===== config.mk =====
export PLATFORM = sky130hd
export DESIGN_NAME = seq_timing_decoder
export DESIGN_NICKNAME = d
export VERILOG_FILES = /design/src/rtl/basic_computer_pkg.sv /design/src/rtl/onehot_decoder.sv /design/src/rtl/seq_timing_decoder.sv
export SDC_FILE = /design/constraint.sdc
export NUM_CORES = 1
export LEC_CHECK = 0
export ABC_CLOCK_PERIOD_IN_PS = 1800
export CAP_MARGIN = 20
export CORE_UTILIZATION = 39
export CTS_BUF_LIST = sky130_fd_sc_hd__clkbuf_8
export DETAILED_ROUTE_END_ITERATION = 12
export PLACE_DENSITY_LB_ADDON = 0.05
export SYNTH_ARGS = -nofsm -noshare
export SYNTH_HDL_FRONTEND = slang
export SYNTH_SLANG_ARGS = --single-unit

===== constraint.sdc =====
create_clock -name clk -period 1.8 [get_ports clk]
set_input_delay 0.27 -clock clk [delete_from_list [all_inputs] [get_ports clk]]
set_output_delay 0.27 -clock clk [all_outputs]
set_load 0.01 [all_outputs]

===== src/rtl/basic_computer_pkg.sv =====
// Shared widths and opcode names for the basic-computer control unit.
package basic_computer_pkg;

    localparam int SC_WIDTH_DEF = 4;
    localparam int OP_WIDTH_DEF = 3;

    typedef enum logic [OP_WIDTH_DEF-1:0] {
        OP_AND    = 3'd0,
        OP_ADD    = 3'd1,
        OP_LDA    = 3'd2,
        OP_STA    = 3'd3,
        OP_BUN    = 3'd4,
        OP_BSA    = 3'd5,
        OP_ISZ    = 3'd6,
        OP_IO_REG = 3'd7
    } opcode_e;

endpackage


===== src/rtl/onehot_decoder.sv =====
// Combinational binary-to-one-hot decoder with enable.
module onehot_decoder #(
    parameter int IN_WIDTH = 4
) (
    input  logic [IN_WIDTH-1:0]      in,
    input  logic                     en,
    output logic [2**IN_WIDTH-1:0]   out
);

    always_comb begin
        out = '0;
        case (en)
            1'b1:    out[in] = 1'b1;
            default: out = '0;
        endcase
    end

endmodule


===== src/rtl/seq_timing_decoder.sv =====
// Sequence counter with one-hot timing and latched-opcode decode.
module seq_timing_decoder
    import basic_computer_pkg::*;
#(
    parameter int SC_WIDTH = SC_WIDTH_DEF,
    parameter int OP_WIDTH = OP_WIDTH_DEF,
    parameter int T_LAST   = 15
) (
    input  logic                     clk,
    input  logic                     rst,
    input  logic                     sc_clr,
    input  logic                     sc_inc,
    input  logic                     op_ld,
    input  logic [OP_WIDTH-1:0]      op_in,
    output logic [SC_WIDTH-1:0]      sc_val,
    output logic [2**SC_WIDTH-1:0]   t_out,
    output logic [2**OP_WIDTH-1:0]   d_out,
    output logic                     op_valid,
    output logic                     wrap
);

    localparam logic [SC_WIDTH-1:0] SC_LAST = SC_WIDTH'(T_LAST);

    logic [SC_WIDTH-1:0] sc_q;
    logic                wrap_q;
    logic [OP_WIDTH-1:0] op_q;
    logic                opv_q;

    always_ff @(posedge clk) begin
        if (rst) begin
            sc_q   <= '0;
            wrap_q <= 1'b0;
        end else if (sc_clr) begin
            sc_q   <= '0;
            wrap_q <= 1'b0;
        end else if (sc_inc) begin
            if (sc_q == SC_LAST) begin
                sc_q   <= '0;
                wrap_q <= 1'b1;
            end else begin
                sc_q   <= sc_q + 1'b1;
                wrap_q <= 1'b0;
            end
        end else begin
            wrap_q <= 1'b0;
        end
    end

    // Opcode latch runs independently of the SC controls.
    always_ff @(posedge clk) begin
        if (rst) begin
            op_q  <= '0;
            opv_q <= 1'b0;
        end else if (op_ld) begin
            op_q  <= op_in;
            opv_q <= 1'b1;
        end
    end

    onehot_decoder #(.IN_WIDTH(SC_WIDTH)) u_t_dec (
        .in  (sc_q),
        .en  (1'b1),
        .out (t_out)
    );

    onehot_decoder #(.IN_WIDTH(OP_WIDTH)) u_d_dec (
        .in  (op_q),
        .en  (opv_q),
        .out (d_out)
    );

    assign sc_val   = sc_q;
    assign wrap     = wrap_q;
    assign op_valid = opv_q;

endmodule


==> reports/metrics.cfg <==
[run_status]
status=finished clean

[synth]
synth-edff-count=0
ys_top_cells_by_area=dfxtp_1, and2_1, nor2_1, ha_1, mux2i_1
ys_async_sr_fraction_pct=0
synth_compound_area_share_pct=0
synth_cells=72
synth_top_family_by_area=simple AND/OR/NAND/NOR gates
synth_area_leader_cell=dfxtp_1
ys_warn_count=0
yosysTopAreaCellShare_pct=30.6
synth_fa_ha_area_share_pct=8.51
syn_nets=84
synth-seq-cells=9
ys_seq_area_share_pct=30.6
synth_flop_cell=dfxtp_1
avgSynthCellArea_um2=8.17
muxShareOfSynthArea_pct=6.81
synth-simple-area-share_pct=44.9
synthesis.area_um2=588
synth-xor-area-share_pct=4.47
ys_types=21

[min_path]
holdPathEnd=op_valid
hp-class=reg -> reg
worstHoldPathCells=2
min-delay-start=op_valid

[finish]
fin_area_um2=1080
drive_above_1_share_pct=16.8
num-nets-final=126
antenna_cells=0
area_growth_pct=83.0

[clock_network]
path_clk_slew_ns=0.04
cts_buffer_depth=2
cts_hold_repair.buffers=0
cts.sinks=9
htreeDepth=1
insertion_delay_ns=0.23
numCtsBuffers=3
cts_tree=done
cts-root-buf=clkbuf_8

[setup_path]
timing.rr.end=sc_val[1]
r2r.worst_path.cells=4
crit_type=reg -> out
cp-start-kind=register
worstSetupEndpointType=primary output
r2r_start=sc_val[0]
ff2ff_setup_slack_ns=0.74
cp.arrival_ns=1.45
crit_fanout=10
crit_required_ns=1.53

[floorplanning]
rows=13
top_level_ports=38
start_util_pct=43.6
core_um2=1350
die_y_um=40.8
die_area_um2=1670
fp.dieW_um=40.8

[pwr]
peakVddDrop_mv=0.460
power_density_nw_per_um2=479
sw_frac_of_total_pct=22.3
p_switching_uw=115
p_int_uw=401
p_clk_share_pct=42.8
leakagePower_uw=0.000589
combinationalPowerShare_pct=15.6
seqPwrFrac_pct=41.7

[place]
dp_hpwl_mm=1.09
gp_congestion=0.705
io_buffers=37
postPlaceCellArea_um2=980

[sta]
clock_skew_ns=0.00230
setup_viol=0
maxSlewHeadroom_pct=80.9
fin_setup_tns_ns=0
fin_crit_sh_pct=95.8
clock.fmax_mhz=580
fin_crit_ns=1.72
hold_violations=0
max_slew.worst_pin.slew_ns=0.286
slew_violations=0
grt_setup_unrepaired=false

[routing]
drt-pass1-iter-count=4
antenna_left=0
routed_wl_mm=1.35
via_per_inst=4.66
drc=0
route.vias.total=597
drt-initial-drc-count=8
routedWlPerCell_um=10.6

[global_routing]
grt_overflow=0
grt_pass1_wl_mm=1.88
antenna_found_initial=0
grt_usage_pct=17.2
grt_max_degree=11
grt_pass1_vias=434

[flow_run]
maxCapViolations=0

[repair_timing]
action,4_1_cts,5_1_grt
resized for setup,9,14
setup buffers,0,0
setup endpoints to repair,15,12
[metrics by stage]
step / hold slack [ns] / total power (uW) / instances / worst slack, ns / util [%]
2_1_floorplan: 0.340 / 252 / 72 / 0.557 / -
3_3_place_gp: 0.500 / 298 / 124 / 0.180 / 72.6
3_5_place_dp: 0.506 / 299 / 124 / 0.151 / 72.6
4_1_cts: 0.514 / 526 / 128 / 0.0108 / 76.4
5_1_grt: 0.534 / 546 / 128 / 0.00397 / 79.7
6_report: 0.509 / 516 / 128 / 0.0754 / 79.7
[metal layers]
metal,up-vias,part of all wire [%],global-route usage [%]
met5,-,0,0
met4,0,0,10.0
met3,0,6.9,3.26
met2,28,43,23.8
met1,251,50,24.3
li1,318,-,-
[worst max-delay path by stage]
stage,end,from,cells past startpoint
floorplan,t_out[12],sc_val[0],3
global placement,t_out[10],sc_val[3],3
detailed placement,t_out[10],sc_val[3],3
CTS,t_out[1],sc_val[1],4
global route,t_out[11],sc_val[3],3
finish,t_out[11],sc_val[3],3
[registers in the layout, indices dropped and copies added (netlist names)]
name and cells:
op_q 3, op_valid 1, sc_val 4, wrap 1
[layout by cell type (no fill, tap or decap), types with 2 or more instances in the layout]
cell type	instances
nor2_1	14
nor2b_4	2
dlygate4sd2_1	3
nand2b_1	3
clkbuf_8	3
dfxtp_1	5
and3_1	4
dlymetal6s2s_1	9
buf_4	3
and2_1	12
ha_2	3
xor2_1	2
dfxtp_2	3
nor3_1	4
mux2i_1	4
clkdlybuf4s50_1	25
inv_1	3
nand2_1	4
[power by group through the flow]
stage | Clock [uW] | Sequential [uW] | Combinational (uW)
after CTS | 230 | 215 | 81.0
after detailed placement | 0 | 219 | 80.6
after global placement | 0 | 218 | 79.7
after global routing | 243 | 216 | 87.3
after floorplan | 0 | 220 | 32.0
final | 221 | 215 | 80.2
[layout make-up]
class                           count  area [um^2]
Clock buffer                        3         41.3
Clock inverter                      1         3.75
Fill cell                         100          274
Inverter                            2         7.51
Multi-Input combinational cell     58          405
Sequential cell                     9          188
Tap cell                           15         18.8
Timing Repair Buffer               40          412
[cells in the mapped netlist, types with 2 or more instances]
master,number
nor3_1,4
and3_1,4
ha_1,4
dfxtp_1,9
inv_1,2
nor2_1,14
nand2b_1,3
and2_1,12
nand2_1,4
mux2i_1,4
xor2_1,2
[worst max-delay path, stage by stage, from the launching register on]
cell and delay, ns:
dfxtp_4 0.40, nor2b_4 0.18, and2_1 0.13, clkdlybuf4s50_1 0.52
[cell families after synthesis]
logic type | Yosys count
multiplexers | 4
flip-flops | 9
adder cells (fa/ha/maj) | 4
AND/OR/NAND/NOR | 47
XOR/XNOR | 3
buffers and inverters | 5
Power figures use the tool's default switching activity.
